==> src/rtl/lpt_pkg.sv <==
`default_nettype none
// ============================================================================
// Module      : lpt_pkg
// Description : Shared definitions for the LPT transmit path. Holds the
//               sequencer state encoding, the default Centronics timing
//               constants, the LPT register offsets used by the register
//               decode, and a small helper for sizing the shared timer.
// Revision    : 1.0 - initial release
// ============================================================================
package lpt_pkg;

  typedef enum logic [2:0] {
    S_IDLE       = 3'd0,
    S_WAIT_READY = 3'd1,
    S_SETUP      = 3'd2,
    S_STROBE     = 3'd3,
    S_HOLD       = 3'd4,
    S_WAIT_ACK   = 3'd5,
    S_ERROR      = 3'd6
  } lpt_state_e;

  // Default transmit timing, in clk cycles.
  localparam int LPT_FIFO_DEPTH     = 16;
  localparam int LPT_SETUP_CYCLES   = 4;
  localparam int LPT_STROBE_CYCLES  = 8;
  localparam int LPT_HOLD_CYCLES    = 4;
  localparam int LPT_TIMEOUT_CYCLES = 65535;

  // LPT register offsets shared with the register decode.
  localparam logic [1:0] LPT_PDR = 2'd0;  // data
  localparam logic [1:0] LPT_PSR = 2'd1;  // status
  localparam logic [1:0] LPT_PCR = 2'd2;  // control
  localparam logic [1:0] LPT_PXR = 2'd3;  // extended control

  function automatic int lpt_max4(input int a, input int b, input int c, input int d);
    int m;
    m = a;
    if (b > m) m = b;
    if (c > m) m = c;
    if (d > m) m = d;
    return m;
  endfunction

endpackage
`default_nettype wire

==> src/rtl/lpt_tx_sequencer_if.sv <==
`default_nettype none
// ============================================================================
// Module      : lpt_tx_sequencer_if
// Description : Bundle of host-side FIFO/control signals and LPT pin signals
//               for the transmit sequencer.
//   master : host register decode + printer side (drives enable, wr_en,
//            wr_data, clear_err, BUSY, ACK; observes status and pins)
//   slave  : the sequencer (drives data, STROBE, FIFO status, active,
//            timeout_err, done_irq)
// Revision    : 1.0 - initial release
// ============================================================================
interface lpt_tx_sequencer_if
  import lpt_pkg::*;
#(
  parameter int FIFO_DEPTH = LPT_FIFO_DEPTH
);
  localparam int LVL_W = $clog2(FIFO_DEPTH) + 1;

  logic             enable;
  logic             wr_en;
  logic [7:0]       wr_data;
  logic             clear_err;
  logic             BUSY;
  logic             ACK;
  logic [7:0]       data;
  logic             STROBE;
  logic             fifo_full;
  logic             fifo_empty;
  logic [LVL_W-1:0] fifo_level;
  logic             active;
  logic             timeout_err;
  logic             done_irq;

  modport master (
    output enable, wr_en, wr_data, clear_err, BUSY, ACK,
    input  data, STROBE, fifo_full, fifo_empty, fifo_level, active, timeout_err, done_irq
  );

  modport slave (
    input  enable, wr_en, wr_data, clear_err, BUSY, ACK,
    output data, STROBE, fifo_full, fifo_empty, fifo_level, active, timeout_err, done_irq
  );
endinterface
`default_nettype wire

==> src/rtl/lpt_tx_fifo.sv <==
`default_nettype none
// ============================================================================
// Module      : lpt_tx_fifo
// Description : Synchronous byte FIFO. Pointers carry one extra wrap bit so
//               full/empty/level fall out of a pointer subtraction.
//   clk, reset   : clock, synchronous active-high reset (flushes pointers)
//   push_i       : write request; ignored while full
//   pop_i        : read request; ignored while empty
//   wr_data_i    : byte to write
//   rd_data_o    : byte at the head (valid while not empty)
//   full_o, empty_o, level_o : occupancy status
// Revision    : 1.0 - initial release
// ============================================================================
module lpt_tx_fifo #(
  parameter int DEPTH = 16
) (
  input  wire logic                     clk,
  input  wire logic                     reset,
  input  wire logic                     push_i,
  input  wire logic                     pop_i,
  input  wire logic [7:0]               wr_data_i,
  output logic      [7:0]               rd_data_o,
  output logic                          full_o,
  output logic                          empty_o,
  output logic      [$clog2(DEPTH):0]   level_o
);
  localparam int AW = $clog2(DEPTH);

  logic [7:0] mem_q [DEPTH];
  logic [AW:0] wr_ptr_q, wr_ptr_d;
  logic [AW:0] rd_ptr_q, rd_ptr_d;
  logic        push_ok;
  logic        pop_ok;

  assign level_o   = wr_ptr_q - rd_ptr_q;
  assign full_o    = (level_o == (AW+1)'(DEPTH));
  assign empty_o   = (wr_ptr_q == rd_ptr_q);
  assign push_ok   = push_i && !full_o;
  assign pop_ok    = pop_i && !empty_o;
  assign rd_data_o = mem_q[rd_ptr_q[AW-1:0]];

  always_comb begin
    wr_ptr_d = wr_ptr_q;
    rd_ptr_d = rd_ptr_q;
    if (push_ok) wr_ptr_d = wr_ptr_q + 1'b1;
    if (pop_ok)  rd_ptr_d = rd_ptr_q + 1'b1;
  end

  always_ff @(posedge clk) begin
    if (reset) begin
      wr_ptr_q <= '0;
      rd_ptr_q <= '0;
    end else begin
      wr_ptr_q <= wr_ptr_d;
      rd_ptr_q <= rd_ptr_d;
    end
  end

  // Storage needs no reset; the pointers define what is valid.
  always_ff @(posedge clk) begin
    if (push_ok) mem_q[wr_ptr_q[AW-1:0]] <= wr_data_i;
  end
endmodule
`default_nettype wire

==> src/rtl/lpt_tx_sequencer.sv <==
`default_nettype none
// ============================================================================
// Module      : lpt_tx_sequencer
// Description : Centronics transmit engine. Drains the transmit FIFO one
//               byte at a time: presents data, waits for !BUSY, issues a
//               timed active-low STROBE, then waits for the ACK falling edge.
//   clk, reset : system clock, synchronous active-high reset
//   bus        : lpt_tx_sequencer_if.slave (host control/FIFO + LPT pins)
// Revision    : 1.0 - initial release
// ============================================================================
module lpt_tx_sequencer
  import lpt_pkg::*;
#(
  parameter int FIFO_DEPTH     = LPT_FIFO_DEPTH,
  parameter int SETUP_CYCLES   = LPT_SETUP_CYCLES,
  parameter int STROBE_CYCLES  = LPT_STROBE_CYCLES,
  parameter int HOLD_CYCLES    = LPT_HOLD_CYCLES,
  parameter int TIMEOUT_CYCLES = LPT_TIMEOUT_CYCLES
) (
  input wire logic             clk,
  input wire logic             reset,
  lpt_tx_sequencer_if.slave    bus
);
  localparam int TMR_MAX = lpt_max4(SETUP_CYCLES, STROBE_CYCLES, HOLD_CYCLES, TIMEOUT_CYCLES);
  localparam int TMR_W   = $clog2(TMR_MAX + 1);

  lpt_state_e       state_q, state_d;
  logic [TMR_W-1:0] timer_q, timer_d;
  logic [7:0]       data_q, data_d;
  logic             strobe_q;
  logic             done_q, done_d;
  logic             ack_pend_q, ack_pend_d;
  logic             busy_s1_q, busy_s2_q;
  logic             ack_s1_q, ack_s2_q, ack_s3_q;
  logic             ack_fall;
  logic             timer_zero;
  logic             pop;
  logic [7:0]       fifo_rd_data;
  logic             fifo_empty;

  lpt_tx_fifo #(.DEPTH(FIFO_DEPTH)) u_fifo (
    .clk       (clk),
    .reset     (reset),
    .push_i    (bus.wr_en),
    .pop_i     (pop),
    .wr_data_i (bus.wr_data),
    .rd_data_o (fifo_rd_data),
    .full_o    (bus.fifo_full),
    .empty_o   (fifo_empty),
    .level_o   (bus.fifo_level)
  );

  // Each timed state starts with its full count minus one so that it
  // occupies exactly that many clocks.
  function automatic logic [TMR_W-1:0] reload(input lpt_state_e s);
    case (s)
      S_WAIT_READY, S_WAIT_ACK: reload = TMR_W'(TIMEOUT_CYCLES - 1);
      S_SETUP:                  reload = TMR_W'(SETUP_CYCLES - 1);
      S_STROBE:                 reload = TMR_W'(STROBE_CYCLES - 1);
      S_HOLD:                   reload = TMR_W'(HOLD_CYCLES - 1);
      default:                  reload = '0;
    endcase
  endfunction

  assign ack_fall   = ack_s3_q && !ack_s2_q;
  assign timer_zero = (timer_q == '0);

  always_comb begin
    state_d    = state_q;
    timer_d    = timer_q;
    data_d     = data_q;
    done_d     = 1'b0;
    ack_pend_d = 1'b0;
    pop        = 1'b0;
    case (state_q)
      S_IDLE: begin
        if (bus.enable && !fifo_empty) begin
          pop     = 1'b1;
          data_d  = fifo_rd_data;
          state_d = S_WAIT_READY;
        end
      end
      S_WAIT_READY: begin
        if (!busy_s2_q)      state_d = S_SETUP;
        else if (timer_zero) state_d = S_ERROR;
      end
      S_SETUP: begin
        if (timer_zero) state_d = S_STROBE;
      end
      S_STROBE: begin
        // An early acknowledge is remembered for WAIT_ACK.
        ack_pend_d = ack_pend_q || ack_fall;
        if (timer_zero) state_d = S_HOLD;
      end
      S_HOLD: begin
        ack_pend_d = ack_pend_q || ack_fall;
        if (timer_zero) state_d = S_WAIT_ACK;
      end
      S_WAIT_ACK: begin
        if (ack_fall || ack_pend_q) begin
          state_d = S_IDLE;
          done_d  = fifo_empty;
        end else if (timer_zero) begin
          state_d = S_ERROR;
        end
      end
      S_ERROR: begin
        if (bus.clear_err) state_d = S_IDLE;
      end
      default: state_d = S_IDLE;
    endcase

    if (state_d != state_q)  timer_d = reload(state_d);
    else if (!timer_zero)    timer_d = timer_q - 1'b1;
  end

  always_ff @(posedge clk) begin
    if (reset) begin
      state_q    <= S_IDLE;
      timer_q    <= '0;
      data_q     <= 8'hFF;
      strobe_q   <= 1'b1;
      done_q     <= 1'b0;
      ack_pend_q <= 1'b0;
      busy_s1_q  <= 1'b1;
      busy_s2_q  <= 1'b1;
      ack_s1_q   <= 1'b1;
      ack_s2_q   <= 1'b1;
      ack_s3_q   <= 1'b1;
    end else begin
      state_q    <= state_d;
      timer_q    <= timer_d;
      data_q     <= data_d;
      // Registered pin: low exactly while the FSM sits in STROBE.
      strobe_q   <= (state_d != S_STROBE);
      done_q     <= done_d;
      ack_pend_q <= ack_pend_d;
      busy_s1_q  <= bus.BUSY;
      busy_s2_q  <= busy_s1_q;
      ack_s1_q   <= bus.ACK;
      ack_s2_q   <= ack_s1_q;
      ack_s3_q   <= ack_s2_q;
    end
  end

  assign bus.data        = data_q;
  assign bus.STROBE      = strobe_q;
  assign bus.fifo_empty  = fifo_empty;
  assign bus.active      = (state_q != S_IDLE);
  assign bus.timeout_err = (state_q == S_ERROR);
  assign bus.done_irq    = done_q;
endmodule
`default_nettype wire
==> src/flat_wrapper.sv <==
// flat-port wrapper written by rule: the top's interface ports become plain ports
module lpt_tx_sequencer_flat import lpt_pkg::*;
#(
  parameter int FIFO_DEPTH     = LPT_FIFO_DEPTH,
  parameter int SETUP_CYCLES   = LPT_SETUP_CYCLES,
  parameter int STROBE_CYCLES  = LPT_STROBE_CYCLES,
  parameter int HOLD_CYCLES    = LPT_HOLD_CYCLES,
  parameter int TIMEOUT_CYCLES = LPT_TIMEOUT_CYCLES
)
  (clk, reset, bus_enable, bus_wr_en, bus_wr_data, bus_clear_err, bus_BUSY, bus_ACK, bus_data, bus_STROBE, bus_fifo_full, bus_fifo_empty, bus_fifo_level, bus_active, bus_timeout_err, bus_done_irq);
  lpt_tx_sequencer_if #(.FIFO_DEPTH(FIFO_DEPTH)) bus_i ();
  input wire logic clk;
  input wire logic reset;
  input wire logic [$bits(bus_i.enable)-1:0] bus_enable;
  input wire logic [$bits(bus_i.wr_en)-1:0] bus_wr_en;
  input wire logic [$bits(bus_i.wr_data)-1:0] bus_wr_data;
  input wire logic [$bits(bus_i.clear_err)-1:0] bus_clear_err;
  input wire logic [$bits(bus_i.BUSY)-1:0] bus_BUSY;
  input wire logic [$bits(bus_i.ACK)-1:0] bus_ACK;
  output wire logic [$bits(bus_i.data)-1:0] bus_data;
  output wire logic [$bits(bus_i.STROBE)-1:0] bus_STROBE;
  output wire logic [$bits(bus_i.fifo_full)-1:0] bus_fifo_full;
  output wire logic [$bits(bus_i.fifo_empty)-1:0] bus_fifo_empty;
  output wire logic [$bits(bus_i.fifo_level)-1:0] bus_fifo_level;
  output wire logic [$bits(bus_i.active)-1:0] bus_active;
  output wire logic [$bits(bus_i.timeout_err)-1:0] bus_timeout_err;
  output wire logic [$bits(bus_i.done_irq)-1:0] bus_done_irq;
  assign bus_i.enable = bus_enable;
  assign bus_i.wr_en = bus_wr_en;
  assign bus_i.wr_data = bus_wr_data;
  assign bus_i.clear_err = bus_clear_err;
  assign bus_i.BUSY = bus_BUSY;
  assign bus_i.ACK = bus_ACK;
  assign bus_data = bus_i.data;
  assign bus_STROBE = bus_i.STROBE;
  assign bus_fifo_full = bus_i.fifo_full;
  assign bus_fifo_empty = bus_i.fifo_empty;
  assign bus_fifo_level = bus_i.fifo_level;
  assign bus_active = bus_i.active;
  assign bus_timeout_err = bus_i.timeout_err;
  assign bus_done_irq = bus_i.done_irq;
  lpt_tx_sequencer #(.FIFO_DEPTH(FIFO_DEPTH), .SETUP_CYCLES(SETUP_CYCLES), .STROBE_CYCLES(STROBE_CYCLES), .HOLD_CYCLES(HOLD_CYCLES), .TIMEOUT_CYCLES(TIMEOUT_CYCLES)) u_core (.clk(clk), .reset(reset), .bus(bus_i));
endmodule
==> config.mk <==
export PLATFORM = sky130hd
export DESIGN_NAME = lpt_tx_sequencer_flat
export DESIGN_NICKNAME = d
export VERILOG_FILES = /design/src/rtl/lpt_pkg.sv /design/src/rtl/lpt_tx_sequencer_if.sv /design/src/rtl/lpt_tx_fifo.sv /design/src/rtl/lpt_tx_sequencer.sv /design/src/flat_wrapper.sv
export SDC_FILE = /design/constraint.sdc
export NUM_CORES = 1
export LEC_CHECK = 0
export ABC_CLOCK_PERIOD_IN_PS = 4250
export CAP_MARGIN = 20
export CORE_ASPECT_RATIO = 1.1
export CORE_UTILIZATION = 40
export CTS_CLUSTER_SIZE = 16
export DETAILED_ROUTE_END_ITERATION = 10
export SYNTH_ARGS = -nofsm -noshare
export SYNTH_HDL_FRONTEND = slang
export SYNTH_SLANG_ARGS = --single-unit
==> constraint.sdc <==
create_clock -name clk -period 4.25 [get_ports clk]
set_input_delay 1.0625 -clock clk [delete_from_list [all_inputs] [get_ports clk]]
set_output_delay 1.0625 -clock clk [all_outputs]
set_load 0.05 [all_outputs]
# ---- Word level (Yosys, flattened, before mapping)
# Memory sizes are Yosys's and may differ from the RTL's. A register that Yosys moved wholly into a read port is not among the register bits.
# Index checks and enable logic that the tools add are counted.
dict set report totals {
  input_bits 15
  mem_count 1
  latch_bits 0
  mem_bits_rw 128
  ff_bits 37
  rom_bits 0
}
dict set report classes {
  addsub 4
  n_lt_le_gt_ge 0
  bitwise 3
  multipliers 0
  n_reduce_logical 17
  n_mux 16
  shifts 0
  n_div 0
  eq_ne 16
}
# name depth word_bits read_ports rd_ports_with_merged_regs wr line_no
set memory_table {}
lappend memory_table {u_core.u_fifo.mem_q 16 8 1 1 1 lpt_tx_fifo.sv:29} ;# logic [7:0] mem_q [DEPTH];
# op count
set op_table {}
lappend op_table {{$pmux W16 S3} 1}
lappend op_table {{$mux W16} 2}
lappend op_table {{$mux W3} 8}
lappend op_table {{$pmux W3 S7} 1}
lappend op_table {{$logic_not A16 Y1} 1}
lappend op_table {{$sub A16 B1 Y16 const B} 1}
lappend op_table {{$eq A3 B3 Y1 const B} 5}
lappend op_table {{$eq A3 B2 Y1 const B} 4}
lappend op_table {{$add A5 B1 Y5 const B} 2}
lappend op_table {{$reduce_or A2 Y1} 4}
lappend op_table {{$eq A3 B1 Y1 const B} 2}
lappend op_table {{$eq A5 B5 Y1} 1}
lappend op_table {{$eq A5 B5 Y1 const B} 1}
lappend op_table {{$sub A5 B5 Y5} 1}
lappend op_table {{$logic_and A1 B1 Y1} 4}
lappend op_table {{$mux W1} 4}
lappend op_table {{$logic_not A1 Y1} 3}
lappend op_table {{$logic_not A3 Y1} 1}
lappend op_table {{$ne A3 B2 Y1 const B} 1}
lappend op_table {{$ne A3 B3 Y1} 1}
lappend op_table {{$not A1 Y1} 3}
lappend op_table {{$reduce_bool A3 Y1} 1}
lappend op_table {{$reduce_or A3 Y1} 1}
lappend op_table {{$ne A2 B2 Y1 const B} 1}
lappend op_table {{other kinds (2)} 2}

# ---- Logic depth before layout (Yosys ltp)
# Gate-level depths: netlist of run 1.
dict set report logic_depth {
  ltp_word 9
  ltp_mapped 12
  mapped_depth_nobuf 10
}

# ---- Hierarchy
# A second synthesis of run 1 with hierarchy kept.
dict set report hier_totals {
  hier_cells 468
  area_unflattened_um2 7591.0
}
# mod area_each_um2 seq_area_each_um2 cells_each n_inst
set modules_own_cells {}
lappend modules_own_cells {lpt_tx_fifo 5746.8 4124.0 284 1}
lappend modules_own_cells {lpt_tx_sequencer 1844.3 700.7 184 1}

# ---- Worst setup path before layout of run 1
# Ideal clock, no wire load.
dict set report synth_timing {
  kind {register to output}
  start {register u_core.u_fifo.rd_ptr_q[1]}
  end {output bus_fifo_full}
  arrival_ps 3233
  path_stages_with_launch 9
  setup_slack_ps -45
  cell_sequence {dfxtp_1 -> clkbuf_1 -> clkbuf_1 -> inv_1 -> ha_1 -> a21o_1 -> a21oi_1 -> xnor2_1 -> nor3_1}
}
dict set report synth_between {
  elab_chain_cells 2
}
# element line_no
set synth_rtl {}
lappend synth_rtl {{start: declaration} lpt_tx_fifo.sv:31} ;# logic [AW:0] rd_ptr_q, rd_ptr_d;
lappend synth_rtl {{start signal: assignment} lpt_tx_fifo.sv:55} ;# rd_ptr_q <= rd_ptr_d;
lappend synth_rtl {{$sub A5 B5 Y5} lpt_tx_fifo.sv:35} ;# assign level_o = wr_ptr_q - rd_ptr_q;
lappend synth_rtl {{net bus_fifo_level[3]} flat_wrapper.sv:24} ;# output wire logic [$bits(bus_i.fifo_level)-1:0] bus_fifo_level;
lappend synth_rtl {{$eq A5 B5 Y1} lpt_tx_fifo.sv:36} ;# assign full_o = (level_o == (AW+1)'(DEPTH));
lappend synth_rtl {{end: declaration} flat_wrapper.sv:22} ;# output wire logic [$bits(bus_i.fifo_full)-1:0] bus_fifo_full;
# The timed path passes the listed nets, and every way through them passes these cells.

# ---- Final worst setup path of run 1
dict set report layout_timing {
  start {register u_core.u_fifo.wr_ptr_q[0]}
  end {output bus_fifo_level[2]}
}
dict set report layout_between {
  elab_chain_cells 1
}
# element line_no
set layout_rtl {}
lappend layout_rtl {{start: declaration} lpt_tx_fifo.sv:30} ;# logic [AW:0] wr_ptr_q, wr_ptr_d;
lappend layout_rtl {{start signal: assignment} lpt_tx_fifo.sv:54} ;# wr_ptr_q <= wr_ptr_d;
lappend layout_rtl {{$sub A5 B5 Y5} lpt_tx_fifo.sv:35}
lappend layout_rtl {{end: declaration} flat_wrapper.sv:24}
# No other way between the ends.

==> flow_summary_export.csv, run 1 <==
group,metric,value,unit
worst_setup_path,reg2reg_to,"u_core.u_fifo.mem_q[0][7]$_DFFE_PP_",
power_and_ir_drop,ir_drop,0.317,mV
detailed_routing,first_iter_violations,221,
floorplanning,start_util,41.0,%
yosys,yosys-top-cells-area,"edfxtp_1 (53%), dfxtp_1 (12%), mux4_2 (12%), ha_1 (1.7%), xor2_1 (1.6%)",
placement,pre_cts_slack,874,ps
worst_setup_path,start_kind,"flip-flop",
detailed_routing,wl,14500,microns
global_route,grt_pass1_vias,4120,
floorplanning,rows,51,
worst_setup_path,arrival,2660,ps
clock_tree,cts_resized,0,
timing,fin_crit,3720,ps
worst_setup_path,critical_path.cell_chain,"inv_1 -> ha_1 -> fa_1 -> xnor2_1 -> clkdlybuf4s50_1",
yosys,yosysWarnings,0,
status,status,"finished clean",
yosys,ys_seq_elements,173,
detailed_routing,via_count,3966,
clock_tree,clk_latency,420,ps
placement,numPortBuffers,33,
worst_setup_path,crit_type,"flip-flop to output port",
timing,drv_slew,0,
timing,slew_headroom,35.4,%
layout,diodes,0,
min_path,hold_depth,1,
floorplanning,die_w,131,microns
timing,finalWorstSetupSlack,531,ps
yosys,yosysTopAreaCell,"edfxtp_1",
timing,finalSetupViolCount,0,
power_and_ir_drop,p_per_area,640,nW/um^2
worst_setup_path,rr_worst_depth,10,
detailed_routing,wl_per_cell,19.3,microns
min_path,whs_endpoint,"u_core.busy_s2_q$_SDFF_PP1_",
floorplanning,die_area,18700,sq um
timing,tns,0,ps
layout,drive_gt1_share,21.0,%
layout,area_growth,16.1,%
layout,register_area,4750,sq um
yosys,async_reset_ff_share,0,%
min_path,hp-class,"flip-flop to flip-flop",
layout,fin_nets,528,
power_and_ir_drop,leakagePower,2.85,nW
global_route,antenna_found_initial,1,
layout,multi_input_area,2380,sq um
timing,rsz0062_at_grt,"no",
global_route,grt.total_usage,17.2,%
flow_run,drv_cap,0,
yosys,synth-compound-area-share,5.69,%
placement,post-dp-hpwl,9960,microns
layout,postLayoutCellArea,8450,sq um
yosys,synth_simple_gate_area_share,9.06,%
global_route,grt_overflow,0,
yosys,synth_edf_count,128,
clock_tree,clock-root-buffer,"clkbuf_16",
yosys,yosysSeqAreaShare,65.2,%
clock_tree,cts_post_setup_buffers_inserted,0,
yosys,synth_area,7280,sq um
detailed_routing,firstDrtPassIters,4,
clock_tree,cts.clk_slew.worst_paths,70,ps
clock_tree,cts_tree,"yes",
timing,worst_clock_skew,9.13,ps
min_path,hold_path.startpoint,"u_core.busy_s1_q$_SDFF_PP1_",
yosys,synth_cell_types,53,
layout,fill_cells,1562,
global_route,grt_pass1_wl,22900,microns
floorplanning,core_area,17700,sq um
detailed_routing,drc,0,
yosys,synth_top_area_share,52.8,%
worst_setup_path,r2r-start,"u_core.u_fifo.wr_ptr_q[0]$_SDFFE_PP0P_",
timing,tightestPinTransition,969,ps
placement,dpl_cell_area,7890,sq um
worst_setup_path,worst_setup_path_end_kind,"output port",
yosys,synth-main-ff-cell,"edfxtp_1",
worst_setup_path,required,3190,ps
timing,max_freq,269,MHz
yosys,synth_nets,493,
yosys,synth_top_family_by_area,"multiplexers",
floorplanning,io_pins,34,
worst_setup_path,worstPathMaxFanout,5,
worst_setup_path,critical-path-slowest-cell,"clkdlybuf4s50_1",
yosys,synthXorXnorAreaFrac,3.01,%
yosys,syn_inst,467,
clock_tree,clock_path_buffers,2,
clock_tree,cts_hold_buffers,0,
timing,hold_viol_final,0,
worst_setup_path,max_stage_delay,840,ps
clock_tree,htree_levels,4,
clock_tree,clock_sinks,173,
yosys,synth_mux_area_share,12.8,%
worst_setup_path,r2r_slack,880,ps
placement,place.gp.congestion,0.767,
detailed_routing,antenna_left,0,
timing,min_period_over_period,87.5,%
detailed_routing,drt-vias-per-instance,5.27,
clock_tree,numCtsBuffers,17,
global_route,grt_max_degree,48,
yosys,synth.avg_cell_area,15.6,sq um
floorplanning,fp.dieH,143,microns
yosys,synth_fa_ha_area_share,1.99,%
-- how the worst max path moves through the flow --
| stage | end | cells past startpoint | startpoint | slack (ps) |
|---|---|---|---|---|
| 2_1_floorplan | u_core.u_fifo.mem_q[4][0]$_DFFE_PP_ | 11 | u_core.u_fifo.rd_ptr_q[1]$_SDFFE_PP0P_ | 20 |
| 4_1_cts | bus_fifo_level[2] | 5 | u_core.u_fifo.wr_ptr_q[0]$_SDFFE_PP0P_ | 510 |
| 6_report | bus_fifo_level[2] | 5 | u_core.u_fifo.wr_ptr_q[0]$_SDFFE_PP0P_ | 530 |
| 5_1_grt | bus_fifo_level[2] | 5 | u_core.u_fifo.wr_ptr_q[0]$_SDFFE_PP0P_ | 420 |
| 3_3_place_gp | u_core.u_fifo.mem_q[0][7]$_DFFE_PP_ | 10 | u_core.u_fifo.wr_ptr_q[0]$_SDFFE_PP0P_ | 1000 |
| 3_5_place_dp | u_core.u_fifo.mem_q[0][7]$_DFFE_PP_ | 10 | u_core.u_fifo.wr_ptr_q[0]$_SDFFE_PP0P_ | 870 |
-- cell type report --
cell class / count / area share [%]
well taps: 238 / 3.52
inverters: 16 / 0.711
clock buffers: 18 / 5.08
flip-flops and latches: 173 / 56.2
clock inverters: 14 / 1.57
repair buffers: 41 / 4.74
multi-input cells: 253 / 28.2
-- routing by layer --
layer	track usage [%]	wire, microns	vias up	share of wire (%)
met4	5.32	146	2	1.0
met5	0	18	-	0.12
met3	4.10	589	14	4.1
li1	-	-	1854	-
met1	20.9	6100	2011	42
met2	30.0	7680	85	53
-- per-stage QoR --
step / total power, mW / util [%] / cells / hold WS (ps)
after floorplan: 3.44 / - / 467 / 389
after global placement: 3.95 / 44.5 / 721 / 393
after detailed placement: 3.98 / 44.5 / 721 / 396
after CTS: 5.46 / 47.6 / 753 / 412
after global routing: 5.68 / 47.6 / 753 / 423
final: 5.40 / 47.6 / 753 / 410
-- cell usage in the layout, fill, tap and decap left out, types with 3 or more instances in the layout --
cell type          n
buf_4             10
nand2_1           29
a21oi_2           10
nor2_1            21
clkbuf_16         17
inv_1             15
nand4_1            3
dfxtp_1           44
and4_1             4
xor2_1            13
xnor2_1           12
o21ai_0            5
a211o_1            8
and2_1             8
nor2b_1           13
inv_6              4
or3_1              4
nor3b_1            8
clkdlybuf4s50_1   28
ha_1              10
nor4_1             4
mux4_2            40
a21oi_1           11
or2_2              5
edfxtp_1         128
nor3_1             9
-- registers in the layout (all words and copies together) (netlist names) --
register	flops
u_core.bus.STROBE	1
u_core.timer_q	16
u_core.bus.done_irq	1
u_core.ack_pend_q	1
u_core.busy_s2_q	1
u_core.ack_s1_q	1
u_core.u_fifo.mem_q	128
u_core.ack_s2_q	1
u_core.busy_s1_q	1
u_core.bus.data	8
u_core.ack_s3_q	1
u_core.state_q	3
u_core.u_fifo.rd_ptr_q	5
u_core.u_fifo.wr_ptr_q	5
-- cell usage after synthesis, types with 10 or more instances --
master / count
a21oi_1: 11
a21oi_2: 10
clkbuf_1: 18
dfxtp_1: 45
edfxtp_1: 128
ha_1: 10
inv_1: 15
mux4_2: 40
nand2_1: 29
nor2_1: 21
nor2b_1: 13
nor3_1: 10
xnor2_1: 12
xor2_1: 13
-- critical path: cells and delay by family, from the launching register on --
| kind | cells | cell delay, ps |
|---|---|---|
| xor gates and xnor gates | 1 | 220 |
| DFF | 1 | 410 |
| adders and majority gates | 2 | 660 |
| buffers and inverters | 2 | 950 |
-- cells by family (layout without fill, tap and decap cells) --
logic type	Yosys count	after routing
AO/OA/AOI/OAI	53	53
XOR/XNOR	25	25
adder cells (fa/ha/maj)	11	11
buffers and inverters	41	89
flip-flops	173	173
multiplexers	43	43
AND/OR/NAND/NOR	121	121
-- where the power goes --
group,internal [mW],switching (mW),leakage [nW]
clock network,0.817,0.658,0.267
registers,1.95,0.0999,1.53
logic,0.784,1.09,1.06
total,3.56,1.85,2.85
(Power assumes the default switching activity.)
==> run 2: changes to the inputs <==
Settings changed: CORE_MARGIN set to 2.
==> run 2 against run 1 <==
Cell count unchanged. Count of clock-buffer cells in the layout shrank 1. Critical path type unchanged. Combinational power barely moved. Power up 1.1%. Critical endpoint unchanged. Routed wire length down 0.81%.
==> flow_summary_export.csv, run 2 (same netlist as run 1, synthesis figures left out) <==
group,metric,value,unit
status,status,"finished clean",
placement,post-dp-hpwl,9680,microns
detailed_routing,antenna_left,0,
timing,min_period_over_period,87.6,%
clock_tree,numCtsBuffers,17,
detailed_routing,wl_met2,7340,microns
detailed_routing,wl_per_cell,19.1,microns
floorplanning,die_area,19300,sq um
detailed_routing,topRoutingLayerUsed,"met4",
layout,largest_register_ffs,128,
layout,final_common_cell,"edfxtp_1",
min_path,hold_path.startpoint,"u_core.busy_s1_q$_SDFF_PP1_",
detailed_routing,first_iter_violations,245,
timing,fin_crit,3720,ps
worst_setup_path,r2r-start,"u_core.u_fifo.rd_ptr_q[2]$_SDFFE_PP0P_",
floorplanning,core_area,17700,sq um
timing,hold_slack,410,ps
clock_tree,clock_sinks,173,
worst_setup_path,worstSetupStartpoint,"u_core.u_fifo.wr_ptr_q[0]$_SDFFE_PP0P_",
global_route,antenna_found_initial,0,
placement,place.gp.congestion,0.801,
clock_tree,cts_tree,"yes",
floorplanning,io_pins,34,
worst_setup_path,worst_setup_path_end_kind,"output port",
worst_setup_path,required,3190,ps
worst_setup_path,crit_type,"flip-flop to output port",
floorplanning,rows,51,
placement,placedCellCount,721,
layout,fin_nets,528,
global_route,grt_overflow,0,
floorplanning,die_w,133,microns
timing,worst_clock_skew,6.77,ps
floorplanning,start_util,41.0,%
worst_setup_path,worstPathMaxFanout,5,
timing,hold_viol_final,0,
floorplanning,fp.dieH,145,microns
power_and_ir_drop,ir_drop,0.342,mV
global_route,grt.total_usage,15.7,%
timing,finalSetupViolCount,0,
clock_tree,clock_path_buffers,2,
global_route,grt_pass1_wl,22600,microns
timing,drv_slew,0,
min_path,hp-class,"flip-flop to flip-flop",
clock_tree,cts_resized,0,
timing,tns,0,ps
layout,mostFrequentLayoutCells,"edfxtp_1 (128), dfxtp_1 (44), mux4_2 (40), nand2_1 (29), clkdlybuf4s50_1 (28)",
layout,area_growth,16.7,%
timing,max_freq,269,MHz
clock_tree,cts.clk_slew.worst_paths,70,ps
clock_tree,clk_latency,440,ps
detailed_routing,wl,14400,microns
placement,numPortBuffers,33,
power_and_ir_drop,p_per_area,643,nW/um^2
global_route,grt_max_degree,48,
detailed_routing,wirelength_met1,6310,microns
layout,diodes,0,
power_and_ir_drop,p_total,5.46,mW
layout,drive_gt1_share,21.4,%
timing,rsz0062_at_grt,"no",
detailed_routing,firstDrtPassIters,5,
clock_tree,htree_levels,4,
timing,slew_headroom,37.4,%
worst_setup_path,arrival,2660,ps
detailed_routing,drt-vias-per-instance,5.25,
global_route,grt_pass1_vias,4078,
worst_setup_path,start_kind,"flip-flop",
detailed_routing,via_count,3957,
flow_run,drv_cap,0,
worst_setup_path,r2r_slack,850,ps
detailed_routing,wl_met3,464,microns
timing,tightestPinTransition,939,ps
detailed_routing,drc,0,
clock_tree,clock-root-buffer,"clkbuf_16",
clock_tree,cts_post_setup_buffers_inserted,0,
power_and_ir_drop,leakagePower,2.88,nW
clock_tree,cts_hold_buffers,0,
layout,fin_cells,753,
==> run 2: layer usage <==
metal | up-vias | GRT usage [%]
li1 | 1854 | -
met1 | 2005 | 19.4
met2 | 77 | 26.5
met3 | 21 | 3.90
met4 | 0 | 6.29
met5 | - | 0
==> run 2: layout make-up <==
cell class	instances	area, sq um
repair buffers	41	413
flip-flops and latches	173	4750
multi-input cells	253	2380
fillers	1562	9250
clock buffers	17	425
inverters	16	60.1
clock inverters	15	170
well taps	238	298
==> run 2: per-stage QoR <==
stage	utilization [%]	instance area, sq um	worst slack, ps
6_report	47.9	8490	528
5_1_grt	47.9	8490	372
4_1_cts	47.9	8490	512
3_5_place_dp	44.5	7900	864
3_3_place_gp	44.5	7900	955
2_1_floorplan	-	7280	24.1
==> run 2: final timing paths <==
check	endpoint	cells past startpoint
max reg2reg	u_core.u_fifo.mem_q[3][0]$_DFFE_PP_	8
max	bus_fifo_level[2]	5
min	u_core.busy_s2_q$_SDFF_PP1_	1
min reg2reg	u_core.busy_s2_q$_SDFF_PP1_	1
==> run 2: critical path, stage by stage, from the launching register on <==
cell and delay (ps):
dfxtp_1 410, inv_1 110, ha_1 240, fa_1 410, xnor2_1 210, clkdlybuf4s50_1 840
==> run 2: power by group <==
part | switching (mW) | internal (mW) | leakage, nW
Sequential | 0.101 | 1.95 | 1.53
Combinational | 1.08 | 0.795 | 1.06
Clock | 0.740 | 0.793 | 0.289
Total | 1.92 | 3.54 | 2.88
==> run 3: changes to the inputs <==
Settings changed: CELL_PAD_IN_SITES_DETAIL_PLACEMENT set to 1, CELL_PAD_IN_SITES_GLOBAL_PLACEMENT set to 1, PLACE_DENSITY_LB_ADDON set to 0.1.
==> run 3 against run 2 <==
First-iteration DRC count down 11%. Sequential share of layout area rose by 0.38 points. Combinational power about the same. Power is 2.2% lower. Critical path type unchanged. Largest cell class unchanged. Sequential cell count stayed put.
==> flow_summary_export.csv, run 3 (same netlist as run 1, synthesis figures left out) <==
group,metric,value,unit
detailed_routing,drt-vias-per-instance,5.24,
placement,post-dp-hpwl,10600,microns
worst_setup_path,arrival,2650,ps
worst_setup_path,crit_type,"flip-flop to output port",
timing,drv_slew,0,
detailed_routing,wl_per_cell,20.9,microns
clock_tree,cts.clk_slew.worst_paths,60,ps
floorplanning,rows,51,
timing,max_freq,269,MHz
clock_tree,clock_sinks,173,
worst_setup_path,start_kind,"flip-flop",
clock_tree,clock_path_buffers,2,
timing,hold_viol_final,0,
timing,min_period_over_period,87.4,%
worst_setup_path,worst_setup_path_end_kind,"output port",
layout,largest_register_ffs,128,
floorplanning,io_pins,34,
global_route,grt.total_usage,17.3,%
detailed_routing,via_count,3952,
power_and_ir_drop,leakagePower,2.84,nW
global_route,grt_overflow,0,
worst_setup_path,worstPathMaxFanout,5,
timing,slew_headroom,34.0,%
global_route,grt_pass1_vias,4165,
clock_tree,clock-root-buffer,"clkbuf_16",
layout,final_core_util,47.6,%
detailed_routing,wl,15700,microns
power_and_ir_drop,ir_drop,0.438,mV
clock_tree,numCtsBuffers,17,
min_path,hp-class,"flip-flop to flip-flop",
layout,diodes,0,
floorplanning,start_util,41.0,%
global_route,grt_pass1_wl,24600,microns
clock_tree,htree_levels,4,
timing,tightestPinTransition,990,ps
global_route,antenna_found_initial,0,
layout,mostFrequentLayoutCells,"edfxtp_1 (128), dfxtp_1 (44), mux4_2 (40), nand2_1 (29), clkdlybuf4s50_1 (28)",
global_route,grt_util_met2,28.9,%
detailed_routing,drc,0,
layout,area_growth,15.9,%
worst_setup_path,rr_worst_depth,10,
floorplanning,core_area,17700,sq um
layout,final_common_cell,"edfxtp_1",
timing,tns,0,ps
layout,postLayoutCellArea,8440,sq um
power_and_ir_drop,p_total,5.34,mW
clock_tree,cts_resized,0,
status,status,"finished clean",
floorplanning,die_w,133,microns
floorplanning,die_area,19300,sq um
floorplanning,fp.dieH,145,microns
global_route,grt_max_degree,48,
clock_tree,cts_post_setup_buffers_inserted,0,
power_and_ir_drop,p_per_area,633,nW/um^2
flow_run,drv_cap,0,
global_route,met1_usage,23.1,%
detailed_routing,first_iter_violations,217,
global_route,grt_busiest_layer,"met2",
timing,finalSetupViolCount,0,
placement,dpl_cell_area,7910,sq um
timing,fin_crit,3710,ps
global_route,grt_use_met3,3.55,%
clock_tree,cts_tree,"yes",
placement,numPortBuffers,33,
clock_tree,clk_latency,430,ps
clock_tree,cts_hold_buffers,0,
layout,fin_nets,530,
detailed_routing,antenna_left,0,
detailed_routing,firstDrtPassIters,4,
layout,drive_gt1_share,21.1,%
min_path,hold_depth,1,
placement,place.gp.congestion,0.761,
timing,worst_clock_skew,10.7,ps
timing,hold_slack,410,ps
timing,rsz0062_at_grt,"no",
worst_setup_path,required,3190,ps
[run 3: changes by cell type in the layout (fill, tap and decap cells not counted)]
cell,delta
inv_8,-5
clkinv_8,-4
clkinvlp_4,+3
buf_4,+2
clkinv_1,+2
clkinv_4,+2
clkinv_2,+1
clkinvlp_2,+1
inv_6,-1
[run 3: layout make-up]
| type | count | area, sq um |
|---|---|---|
| Fill cell | 1748 | 9300 |
| Clock buffer | 17 | 425 |
| Multi-Input combinational cell | 253 | 2380 |
| Sequential cell | 173 | 4750 |
| Inverter | 16 | 60.1 |
| Tap cell | 238 | 298 |
| Clock inverter | 14 | 97.6 |
| Timing Repair Buffer | 43 | 428 |
[run 3: worst paths after layout]
check	end	slack [ps]	startpoint
hold reg to reg	u_core.ack_s2_q$_SDFF_PP1_	410	u_core.ack_s1_q$_SDFF_PP1_
hold / removal	u_core.ack_s2_q$_SDFF_PP1_	410	u_core.ack_s1_q$_SDFF_PP1_
setup / recovery	bus_fifo_level[2]	540	u_core.u_fifo.wr_ptr_q[0]$_SDFFE_PP0P_
setup reg to reg	u_core.u_fifo.wr_ptr_q[4]$_SDFFE_PP0P_	840	u_core.u_fifo.wr_ptr_q[0]$_SDFFE_PP0P_
[run 3: per-stage QoR]
stage / setup WS, ps / instances
2_1_floorplan: 24.1 / 467
3_3_place_gp: 1010 / 723
3_5_place_dp: 834 / 723
4_1_cts: 512 / 754
5_1_grt: 421 / 754
6_report: 537 / 754
[run 3: metal layers]
| metal | vias up | part of all wire (%) | routed length [microns] |
|---|---|---|---|
| met1 | 2021 | 45 | 7110 |
| met5 | - | 0 | 0 |
| met4 | 0 | 0.79 | 125 |
| li1 | 1858 | - | - |
| met2 | 63 | 51 | 8010 |
| met3 | 10 | 3.1 | 494 |
[run 3: worst max-delay path, cell delays in order, from the launching register on]
cell and delay, ps:
dfxtp_1 400, inv_1 110, ha_1 240, fa_1 420
xnor2_1 220, clkdlybuf4s50_1 830
[run 3: power by group]
group | switching (mW) | internal [mW]
Combinational | 1.10 | 0.803
Clock | 0.647 | 0.743
Sequential | 0.101 | 1.95
Total | 1.84 | 3.50
